### src/rtl/tns_decoder_15_pipe_pkg.sv
// Shared TNS constants: group layout, data width and the Fibonacci bit weights
// that the 15-bit encoder uses (bit 0 carries the unit weight).
package tns_decoder_15_pipe_pkg;

    localparam int BLEN05         = 11;
    localparam int TNS_DEC_STAGES = 5;
    localparam int TNS_GROUP_W    = 3;
    localparam int TNS_CODE_W     = TNS_DEC_STAGES * TNS_GROUP_W;

    typedef logic [BLEN05-1:0] tns_word_t;

    localparam tns_word_t TNS05_A = 11'd987;
    localparam tns_word_t TNS05_B = 11'd610;
    localparam tns_word_t TNS05_C = 11'd377;
    localparam tns_word_t TNS04_A = 11'd233;
    localparam tns_word_t TNS04_B = 11'd144;
    localparam tns_word_t TNS04_C = 11'd89;
    localparam tns_word_t TNS03_A = 11'd55;
    localparam tns_word_t TNS03_B = 11'd34;
    localparam tns_word_t TNS03_C = 11'd21;
    localparam tns_word_t TNS02_A = 11'd13;
    localparam tns_word_t TNS02_B = 11'd8;
    localparam tns_word_t TNS02_C = 11'd5;
    localparam tns_word_t TNS01_A = 11'd3;
    localparam tns_word_t TNS01_B = 11'd2;
    localparam tns_word_t TNS01_C = 11'd1;

endpackage

### src/rtl/tns_decoder_15_pipe_group_stage.sv
// One decoder pipeline stage: adds the weighted value of one 3-bit group to the
// running sum and holds it while the stage downstream is stalled.
module tns_dec_group_stage
    import tns_decoder_15_pipe_pkg::*;
#(
    parameter int            DW  = BLEN05,
    parameter logic [DW-1:0] W_A = '0,
    parameter logic [DW-1:0] W_B = '0,
    parameter logic [DW-1:0] W_C = '0
) (
    input  logic          clock,
    input  logic          rst,
    input  logic [2:0]    grp_i,
    input  logic [DW-1:0] acc_i,
    input  logic          v_i,
    input  logic          adv_next_i,
    output logic          adv_o,
    output logic          v_o,
    output logic [DW-1:0] acc_o
);

    logic          v_q;
    logic [DW-1:0] acc_q;
    logic [DW-1:0] acc_d;

    assign adv_o = ~v_q | adv_next_i;

    // Sum wraps modulo 2^DW; illegal codewords decode without any flag.
    always_comb begin
        acc_d = acc_i
              + (grp_i[2] ? W_A : '0)
              + (grp_i[1] ? W_B : '0)
              + (grp_i[0] ? W_C : '0);
    end

    always_ff @(posedge clock) begin
        if (rst) begin
            v_q   <= 1'b0;
            acc_q <= '0;
        end else if (adv_o) begin
            v_q <= v_i;
            if (v_i) begin
                acc_q <= acc_d;
            end
        end
    end

    assign v_o   = v_q;
    assign acc_o = acc_q;

endmodule

### src/rtl/tns_decoder_15_pipe.sv
// Five-stage TNS codeword decoder, one 3-bit group per stage from the MSB group
// down, with a combinational ready chain that compresses bubbles.
module tns_decoder_15_pipe
    import tns_decoder_15_pipe_pkg::*;
#(
    parameter int GROUPS = 5,
    parameter int DW     = BLEN05
) (
    input  logic                  clock,
    input  logic                  rst,
    input  logic [TNS_CODE_W-1:0] code_in,
    input  logic                  in_valid,
    output logic                  in_ready,
    output logic [DW-1:0]         data_out,
    output logic                  out_valid,
    input  logic                  out_ready
);

    if (GROUPS != TNS_DEC_STAGES) begin : g_bad_groups
        $error("tns_decoder_15_pipe: GROUPS must be 5");
    end
    if (DW != BLEN05) begin : g_bad_dw
        $error("tns_decoder_15_pipe: DW must equal BLEN05");
    end

    logic          v   [1:5];
    logic          adv [1:5];
    logic [DW-1:0] acc [1:5];

    // Undecoded low codeword bits travelling alongside each stage's partial sum.
    logic [11:0] rem1_q;
    logic [8:0]  rem2_q;
    logic [5:0]  rem3_q;
    logic [2:0]  rem4_q;

    always_ff @(posedge clock) begin
        if (rst) begin
            rem1_q <= '0;
            rem2_q <= '0;
            rem3_q <= '0;
            rem4_q <= '0;
        end else begin
            if (adv[1] && in_valid) rem1_q <= code_in[11:0];
            if (adv[2] && v[1])     rem2_q <= rem1_q[8:0];
            if (adv[3] && v[2])     rem3_q <= rem2_q[5:0];
            if (adv[4] && v[3])     rem4_q <= rem3_q[2:0];
        end
    end

    tns_dec_group_stage #(.DW(DW), .W_A(TNS05_A), .W_B(TNS05_B), .W_C(TNS05_C)) u_stage1 (
        .clock      (clock),
        .rst        (rst),
        .grp_i      (code_in[14:12]),
        .acc_i      ('0),
        .v_i        (in_valid),
        .adv_next_i (adv[2]),
        .adv_o      (adv[1]),
        .v_o        (v[1]),
        .acc_o      (acc[1])
    );

    tns_dec_group_stage #(.DW(DW), .W_A(TNS04_A), .W_B(TNS04_B), .W_C(TNS04_C)) u_stage2 (
        .clock      (clock),
        .rst        (rst),
        .grp_i      (rem1_q[11:9]),
        .acc_i      (acc[1]),
        .v_i        (v[1]),
        .adv_next_i (adv[3]),
        .adv_o      (adv[2]),
        .v_o        (v[2]),
        .acc_o      (acc[2])
    );

    tns_dec_group_stage #(.DW(DW), .W_A(TNS03_A), .W_B(TNS03_B), .W_C(TNS03_C)) u_stage3 (
        .clock      (clock),
        .rst        (rst),
        .grp_i      (rem2_q[8:6]),
        .acc_i      (acc[2]),
        .v_i        (v[2]),
        .adv_next_i (adv[4]),
        .adv_o      (adv[3]),
        .v_o        (v[3]),
        .acc_o      (acc[3])
    );

    tns_dec_group_stage #(.DW(DW), .W_A(TNS02_A), .W_B(TNS02_B), .W_C(TNS02_C)) u_stage4 (
        .clock      (clock),
        .rst        (rst),
        .grp_i      (rem3_q[5:3]),
        .acc_i      (acc[3]),
        .v_i        (v[3]),
        .adv_next_i (adv[5]),
        .adv_o      (adv[4]),
        .v_o        (v[4]),
        .acc_o      (acc[4])
    );

    // Group 1's third bit is codeword bit 0, which carries the unit weight.
    tns_dec_group_stage #(.DW(DW), .W_A(TNS01_A), .W_B(TNS01_B), .W_C(TNS01_C)) u_stage5 (
        .clock      (clock),
        .rst        (rst),
        .grp_i      (rem4_q),
        .acc_i      (acc[4]),
        .v_i        (v[4]),
        .adv_next_i (out_ready),
        .adv_o      (adv[5]),
        .v_o        (v[5]),
        .acc_o      (acc[5])
    );

    assign in_ready  = adv[1];
    assign data_out  = acc[5];
    assign out_valid = v[5];

endmodule

### config.mk
export PLATFORM = sky130hd
export DESIGN_NAME = tns_decoder_15_pipe
export DESIGN_NICKNAME = d
export VERILOG_FILES = /design/src/rtl/tns_decoder_15_pipe_pkg.sv /design/src/rtl/tns_decoder_15_pipe_group_stage.sv /design/src/rtl/tns_decoder_15_pipe.sv
export SDC_FILE = /design/constraint.sdc
export NUM_CORES = 1
export LEC_CHECK = 0
export BUFFER_PORTS_ARGS = -buffer_cell sky130_fd_sc_hd__buf_2
export CORE_UTILIZATION = 47
export DETAILED_ROUTE_END_ITERATION = 10
export PLACE_DENSITY = 0.73
export SLEW_MARGIN = 0
export SYNTH_ARGS = -nofsm -noshare
export SYNTH_HDL_FRONTEND = slang
export SYNTH_HIERARCHICAL = 1
export SYNTH_SLANG_ARGS = --single-unit
### constraint.sdc
create_clock -name clock -period 3.5 [get_ports clock]
set_clock_uncertainty 0.1 [all_clocks]
set_input_delay 0.7 -clock clock [delete_from_list [all_inputs] [get_ports clock]]
set_output_delay 0.7 -clock clock [all_outputs]
set_load 0.05 [all_outputs]
==> results.sh, run 1 <==
export IMPL_outcome="finished clean"
export IMPL_holdPathStages=2
export IMPL_cap_violations=0
export IMPL_drive_gt1_share_pct=11.4
export IMPL_finalHoldViolCount=0
export IMPL_clk_latency_ns=0.35
export IMPL_post_cts_buffers=0
export IMPL_synthFlopType="dfxtp_1"
export IMPL_worstHoldPathType="reg -> reg"
export IMPL_die_area_sq_mm=0.0122
export IMPL_final_antenna_net_count=0
export IMPL_relSlewSlack_pct=51.0
export IMPL_cts_clk_slew_worst_paths_ns=0.07
export IMPL_crit_path_end_kind="register"
export IMPL_p_per_area_mw_per_mm2=425
export IMPL_dr_pass1_iters=4
export IMPL_hold_slack_ns=0.355
export IMPL_crit_type="in -> reg"
export IMPL_met1_usage_pct=22.6
export IMPL_overflow=0
export IMPL_fp_dieH_um=110
export IMPL_wl_per_cell_um=13.7
export IMPL_num_vias=4193
export IMPL_cp_required_ns=3.66
export IMPL_fillerInstances=1047
export IMPL_yosysSeqAreaShare_pct=32.6
export IMPL_vdd_drop_max_uv=383
export IMPL_finish_net_count=705
export IMPL_grt_busiest_layer="met2"
export IMPL_tightest_slew_ns=0.735
export IMPL_rsz0062_at_grt="no"
export IMPL_port_buffers=31
export IMPL_grt_pass1_vias=4156
export IMPL_postSynthAreaPerCell_sq_um=9.31
export IMPL_worstPathMaxFanout=4
export IMPL_period_share_pct=85.4
export IMPL_cts_tree="yes"
export IMPL_clockBufferDepth=2
export IMPL_cts_htree_levels=3
export IMPL_synth_area_sq_mm=0.00553
export IMPL_ios=32
export IMPL_fin_setup_tns_ns=0
export IMPL_grt_max_degree=74
export IMPL_diodes=0
export IMPL_wirelength_um=10600
export IMPL_ys_warn_count=6
export IMPL_period_minus_slack_ns=2.99
export IMPL_grt_pass1_wl_um=18800
export IMPL_seq_area_sq_mm=0.00180
export IMPL_vias_per_cell=5.43
export IMPL_setup_violations=0
export IMPL_synth_top_area_cell="dfxtp_1"
export IMPL_reg2reg_depth=11
export IMPL_cts_root_buf="clkbuf_16"
export IMPL_cts_buffers=9
export IMPL_start_util_pct=48.4
export IMPL_synth_top_cell_area_share_pct=32.6
export IMPL_fmax_mhz=335
export IMPL_cts_hold_buffers=0
export IMPL_drt_initial_drc_count=301
export IMPL_cp_start_kind="input port"
export IMPL_synthTopCellsByArea="dfxtp_1, fa_1, ha_1, inv_1, a21oi_1"
export IMPL_multi_input_area_sq_mm=0.00338
export IMPL_place_congestion=0.816
export IMPL_ys_types=63
export IMPL_rows=39
export IMPL_die_w_um=110
export IMPL_coreArea_sq_mm=0.0114
export IMPL_synth_edf_count=0
export IMPL_antenna_found_initial=0
export IMPL_leakage_uw=0.00252
export IMPL_gr_usage_met2_pct=32.3
export IMPL_clock_sinks=90
export IMPL_met3_usage_pct=2.91
export IMPL_synth_seq_cells=90
export IMPL_slew_viol_final=0
export IMPL_drc_errors=0
export IMPL_crit_arrival_ns=3.15
export IMPL_grt_util_all_layers_pct=18.5
export IMPL_synthCells=594
export IMPL_cts_resized=0
export IMPL_ys_async_sr_fraction_pct=0
export IMPL_area_growth_pct=9.87
export IMPL_post_dp_hpwl_um=7740
-- registers in the layout, summed over array words and instances (netlist names) --
name            count
u_stage2/acc_o     11
u_stage3/acc_o     11
u_stage4/acc_o     11
u_stage1/acc_o     11
rem3_q              6
u_stage5/acc_o     11
rem4_q              3
rem1_q             12
u_stage2/v_o        1
u_stage5/v_o        1
rem2_q              9
u_stage1/v_o        1
u_stage3/v_o        1
u_stage4/v_o        1
-- power by group --
group          switching, uW  leakage [uW]  internal (uW)
clock                    433      0.000150            565
sequential              42.2      0.000733           1080
combinational            268       0.00164            201
-- routing by layer --
metal | vias up | part of all wire, %
met5 | - | 0
met4 | 0 | 1.5
met3 | 10 | 2.7
met1 | 1998 | 46
met2 | 55 | 50
li1 | 2130 | -
-- worst paths after layout --
check                                       start            endpoint  slack [ns]
worst max-delay path                  code_in[13]  u_stage1/acc_o[10]        0.51
worst min-delay path            u_stage3/acc_o[3]   u_stage3/acc_o[3]        0.35
worst max register to register          rem2_q[8]   u_stage3/acc_o[9]        0.79
worst min register to register  u_stage3/acc_o[3]   u_stage3/acc_o[3]        0.35
-- layout make-up --
cell class	instances	share of cell area [%]
Sequential cell	90	29.7
Tap cell	143	2.95
Inverter	60	3.71
Clock inverter	6	1.19
Timing Repair Buffer	34	3.13
Multi-Input combinational cell	429	55.6
Clock buffer	10	3.77
-- cell families (layout without fill, tap and decap cells) --
group,Yosys count,count (layout),synth area share [%]
XOR/XNOR,24,24,3.94
other,1,11,0.0678
buffers and inverters,85,110,7.02
adder cells (fa/ha/maj),62,62,17.7
multiplexers,19,19,3.44
AND/OR/NAND/NOR,176,176,18.1
AO/OA/AOI/OAI,137,137,17.1
flip-flops,90,90,32.6
-- worst max-delay path: stages --
cell      delay (ns)
buf_2           0.14
fa_1            0.45
ha_1            0.30
ha_1            0.23
fa_1            0.44
nand4_2         0.12
a311oi_1        0.12
or3_1           0.37
a311oi_2        0.26
-- cells in the final DEF (no fill, tap or decap), drive strengths merged, types with 14 or more instances in the layout --
cell	instances
a21oi	44
nor2	27
buf	34
a211oi	22
nand3	14
nand2	47
o21ai	22
inv	64
ha	35
fa	27
nand2b	34
mux2i	19
xnor2	16
dfxtp	90
-- synthesized netlist by cell type, drive strengths merged, types with 8 or more instances --
library cell and n:
xnor2 16, fa 27, nand4 9, buf 16, xor2 8, a21oi 44
a211oi 22, inv 60, a311oi 8, nand3 14, o21ai 22, nor2 27
ha 35, mux2i 19, dfxtp 90, nand2b 34, nand4b 10, clkbuf 8
nand2 47
-- per-stage QoR --
step	util, %	cell area [sq um]	cells	setup WS [ns]	total power (uW)
3_5_place_dp	50.6	5770	756	0.140	1600
2_1_floorplan	-	5570	604	0.333	1500
4_1_cts	53.2	6070	772	0.518	2600
5_1_grt	53.2	6070	772	0.375	2720
3_3_place_gp	50.6	5770	756	0.200	1580
6_report	53.2	6070	772	0.511	2580
Note: power is estimated with default switching activity, not from simulation.
==> run 2, diff against run 1 <==
--- a/config.mk
+++ b/config.mk
@@ -8,6 +8,7 @@
 export BUFFER_PORTS_ARGS = -buffer_cell sky130_fd_sc_hd__buf_2
 export CORE_UTILIZATION = 47
 export DETAILED_ROUTE_END_ITERATION = 10
+export GPL_TIMING_DRIVEN = 0
 export PLACE_DENSITY = 0.73
 export SLEW_MARGIN = 0
 export SYNTH_ARGS = -nofsm -noshare
==> results.sh, run 2 (same netlist as run 1, synthesis figures left out) <==
export IMPL_wirelength_um=10900
export IMPL_drc_errors=0
export IMPL_coreArea_sq_mm=0.0114
export IMPL_fp_dieH_um=110
export IMPL_power_uw=2560
export IMPL_top_register="rem1_q"
export IMPL_post_cts_buffers=0
export IMPL_drt_initial_drc_count=257
export IMPL_antenna_found_initial=0
export IMPL_crit_arrival_ns=2.52
export IMPL_p_per_area_mw_per_mm2=413
export IMPL_cp_required_ns=2.70
export IMPL_place_congestion=0.811
export IMPL_grt_pass1_vias=4405
export IMPL_diodes=0
export IMPL_num_vias=4309
export IMPL_cts_htree_levels=3
export IMPL_final_cell_mix="dfxtp_1, inv_1, nand2_1"
export IMPL_cts_hold_buffers=0
export IMPL_finalHoldViolCount=0
export IMPL_overflow=0
export IMPL_crit_type="in -> out"
export IMPL_relSlewSlack_pct=62.3
export IMPL_tightest_slew_ns=0.564
export IMPL_grt_pass1_wl_um=19700
export IMPL_start_util_pct=48.4
export IMPL_combPwrFrac_pct=18.8
export IMPL_vdd_drop_max_uv=349
export IMPL_crit_path_end_kind="output pin"
export IMPL_outcome="finished clean"
export IMPL_worstPathMaxFanout=11
export IMPL_p_switching_uw=771
export IMPL_worstHoldPathType="reg -> reg"
export IMPL_final_antenna_net_count=0
export IMPL_slew_viol_final=0
export IMPL_wl_per_cell_um=13.8
export IMPL_dr_pass1_iters=4
export IMPL_p_int_uw=1790
export IMPL_multi_input_area_sq_mm=0.00338
export IMPL_post_dp_hpwl_um=8490
export IMPL_rsz0062_at_grt="no"
export IMPL_cts_clk_slew_worst_paths_ns=0.07
export IMPL_area_growth_pct=12.1
export IMPL_cts_buffers=9
export IMPL_finish_net_count=727
export IMPL_die_w_um=110
export IMPL_cts_tree="yes"
export IMPL_clk_latency_ns=0.35
export IMPL_rows=39
export IMPL_clock_sinks=90
export IMPL_hold_slack_ns=0.356
export IMPL_cap_violations=0
export IMPL_vias_per_cell=5.43
export IMPL_grt_max_degree=23
export IMPL_port_buffers=31
export IMPL_power_share_clock_pct=37.5
export IMPL_drive_gt1_share_pct=13.7
export IMPL_cp_start_kind="input port"
export IMPL_grt_util_all_layers_pct=19.5
export IMPL_fmax_mhz=301
export IMPL_cts_root_buf="clkbuf_16"
export IMPL_swShare_pct=30.2
export IMPL_clockBufferDepth=2
export IMPL_die_area_sq_mm=0.0122
export IMPL_period_share_pct=94.9
export IMPL_fin_setup_tns_ns=0
export IMPL_seq_area_sq_mm=0.00180
export IMPL_seq_power_share_pct=43.7
export IMPL_largest_register_ffs=12
export IMPL_cts_resized=0
export IMPL_fillerInstances=1013
export IMPL_period_minus_slack_ns=3.32
export IMPL_leakage_uw=0.00261
export IMPL_final_common_cell="dfxtp_1"
export IMPL_ios=32
export IMPL_setup_violations=0
[run 2: cell type report]
cell class	count	area share, %
buffer	25	2.62
clock buffer	9	3.63
clock inverter	7	1.15
inverter	60	3.63
multi-input combinational	429	54.5
sequential	90	29.1
tap	143	2.89
timing repair buffer	31	2.50
[run 2: worst max-delay path, cell delays in order]
cell      delay, ns
buf_2          0.10
nor2b_1        0.22
inv_1          0.14
buf_6          0.16
nand2b_1       0.21
nand2b_4       0.20
nand2b_4       0.19
nand2b_1       0.31
buf_2          0.30
[run 2: power groups by stage]
stage	combinational, uW	clock [uW]	sequential, uW
after floorplan	368	0	1140
final	480	959	1120
after global routing	540	1020	1130
after global placement	457	0	1140
after CTS	480	976	1120
after detailed placement	478	0	1140
[run 2: worst paths after layout]
path	startpoint	to	slack, ns	cells past startpoint
worst max register to register	u_stage5/v_o	u_stage1/acc_o[0]	0.68	11
worst min-delay path	u_stage1/acc_o[6]	u_stage1/acc_o[6]	0.36	2
worst min register to register	u_stage1/acc_o[6]	u_stage1/acc_o[6]	0.36	2
worst max-delay path	out_ready	in_ready	0.18	9
[run 2: metrics by stage]
stage	util, %	cell area, sq um	setup WS (ns)	instances
2_1_floorplan	-	5570	0.333	604
3_3_place_gp	51.7	5900	0.162	778
3_5_place_dp	51.7	5900	0.0369	778
4_1_cts	54.3	6200	0.168	794
5_1_grt	54.3	6200	0.0312	794
6_report	54.3	6200	0.179	794
[run 2: per-layer routing]
layer  global-route usage (%)  wire length [um]  up-vias
met3                     2.96               213       14
met1                     24.0              5090     2081
met5                        0                 0        -
li1                         -                 -     2174
met2                     33.6              5400       40
met4                     8.80               225        0
==> run 3, diff against run 2 <==
--- a/config.mk
+++ b/config.mk
@@ -6,10 +6,10 @@
 export NUM_CORES = 1
 export LEC_CHECK = 0
 export BUFFER_PORTS_ARGS = -buffer_cell sky130_fd_sc_hd__buf_2
+export CORE_ASPECT_RATIO = 0.5
 export CORE_UTILIZATION = 47
 export DETAILED_ROUTE_END_ITERATION = 10
 export GPL_TIMING_DRIVEN = 0
-export PLACE_DENSITY = 0.73
 export SLEW_MARGIN = 0
 export SYNTH_ARGS = -nofsm -noshare
 export SYNTH_HDL_FRONTEND = slang
==> results.sh, run 3 (same netlist as run 1, synthesis figures left out) <==
export IMPL_post_cts_buffers=0
export IMPL_worstPathMaxFanout=11
export IMPL_layout_cells_non_filler=810
export IMPL_leakage_uw=0.00260
export IMPL_seq_power_share_pct=44.4
export IMPL_rsz0062_at_grt="no"
export IMPL_grt_util_all_layers_pct=17.9
export IMPL_num_vias=4078
export IMPL_crit_type="in -> out"
export IMPL_post_dp_hpwl_um=7970
export IMPL_cts_htree_levels=3
export IMPL_clk_latency_ns=0.34
export IMPL_clock_sinks=90
export IMPL_drive_gt1_share_pct=13.8
export IMPL_wirelength_um=10100
export IMPL_rows=27
export IMPL_setup_violations=0
export IMPL_grt_pass1_wl_um=17600
export IMPL_die_w_um=155
export IMPL_slew_viol_final=0
export IMPL_outcome="finished clean"
export IMPL_area_growth_pct=12.3
export IMPL_swShare_pct=28.8
export IMPL_grt_pass1_vias=3863
export IMPL_cts_root_buf="clkbuf_16"
export IMPL_period_share_pct=92.7
export IMPL_combPwrFrac_pct=18.9
export IMPL_cap_violations=0
export IMPL_dp_cells=794
export IMPL_r2r_start="u_stage5/v_o"
export IMPL_drt_initial_drc_count=168
export IMPL_p_int_uw=1790
export IMPL_ios=32
export IMPL_crit_arrival_ns=2.45
export IMPL_fin_area_sq_mm=0.00621
export IMPL_final_cell_mix="dfxtp_1, inv_1, nand2_1"
export IMPL_fmax_mhz=308
export IMPL_die_area_sq_mm=0.0122
export IMPL_multi_input_area_sq_mm=0.00338
export IMPL_grt_max_degree=23
export IMPL_drc_errors=0
export IMPL_seq_area_sq_mm=0.00180
export IMPL_final_common_cell="dfxtp_1"
export IMPL_reg2reg_slack_ns=0.80
export IMPL_top_register="rem1_q"
export IMPL_tightest_slew_ns=0.568
export IMPL_worstHoldPathType="reg -> reg"
export IMPL_clockBufferDepth=2
export IMPL_cts_buffers=9
export IMPL_vias_per_cell=5.03
export IMPL_dr_pass1_iters=4
export IMPL_cp_start_kind="input port"
export IMPL_wl_per_cell_um=12.5
export IMPL_port_buffers=31
export IMPL_place_congestion=0.736
export IMPL_cts_tree="yes"
export IMPL_crit_start="out_ready"
export IMPL_coreArea_sq_mm=0.0112
export IMPL_finish_net_count=727
export IMPL_vdd_drop_max_uv=199
export IMPL_finalHoldViolCount=0
export IMPL_period_minus_slack_ns=3.25
export IMPL_relSlewSlack_pct=62.0
export IMPL_fillerInstances=1068
export IMPL_crit_path_end_kind="output pin"
export IMPL_diodes=0
export IMPL_cp_required_ns=2.70
export IMPL_p_per_area_mw_per_mm2=405
export IMPL_p_switching_uw=723
export IMPL_final_antenna_net_count=0
export IMPL_cts_resized=0
export IMPL_start_util_pct=49.3
export IMPL_cts_clk_slew_worst_paths_ns=0.06
export IMPL_fin_setup_tns_ns=0
export IMPL_fp_dieH_um=78.7
export IMPL_largest_register_ffs=12
export IMPL_power_share_clock_pct=36.7
export IMPL_antenna_found_initial=0
export IMPL_overflow=0
export IMPL_post_route_util_pct=55.4
export IMPL_min_from="u_stage1/acc_o[6]"
export IMPL_placed_cell_area_sq_mm=0.00592
export IMPL_cts_hold_buffers=0
==> run 3: cell count changes in the layout (fill, tap and decap cells not counted), sizes merged <==
cell / before / now
clkbuf: 17 / 18
clkinv: 3 / 2
clkinvlp: 0 / 2
inv: 64 / 62
==> run 3: final cells by class <==
class                           count  area share (%)
Clock inverter                      6           0.786
Timing Repair Buffer               31            2.50
Sequential cell                    90            29.0
Inverter                           60            3.63
Multi-Input combinational cell    429            54.4
Clock buffer                       10            3.85
Buffer                             25            2.62
Tap cell                          159            3.20
==> run 3: worst paths after layout <==
| check | end | cells after the start |
|---|---|---|
| worst max-delay path | in_ready | 9 |
| worst max register to register | u_stage1/acc_o[9] | 11 |
| worst min register to register | u_stage1/acc_o[6] | 2 |
| worst min-delay path | u_stage1/acc_o[6] | 2 |
==> run 3: power groups by stage <==
stage	combinational (uW)	clock, uW	sequential, uW
5_1_grt	544	985	1120
2_1_floorplan	368	0	1140
6_report	475	922	1120
3_3_place_gp	467	0	1140
3_5_place_dp	473	0	1140
4_1_cts	478	946	1120
==> run 3: layer usage <==
metal  track usage [%]  vias up  routed length (um)
met5                 0        -                   0
met4              5.78        0                 116
met3              3.93        7                 185
met2              32.1       31                4740
met1              21.6     1860                5050
li1                  -     2180                   -
==> run 3: per-stage QoR <==
step / hold WS, ns / setup slack (ns) / power, uW
after floorplan: 0.331 / 0.333 / 1500
after CTS: 0.354 / 0.161 / 2540
after global routing: 0.373 / 0.0903 / 2650
after detailed placement: 0.348 / 0.135 / 1610
after global placement: 0.340 / 0.151 / 1610
final: 0.351 / 0.255 / 2510
==> run 3: worst max-delay path, stage by stage <==
cell	delay [ns]
buf_2	0.09
nor2b_1	0.21
inv_1	0.14
buf_6	0.16
nand2b_1	0.21
nand2b_4	0.19
nand2b_4	0.19
nand2b_2	0.28
buf_2	0.26
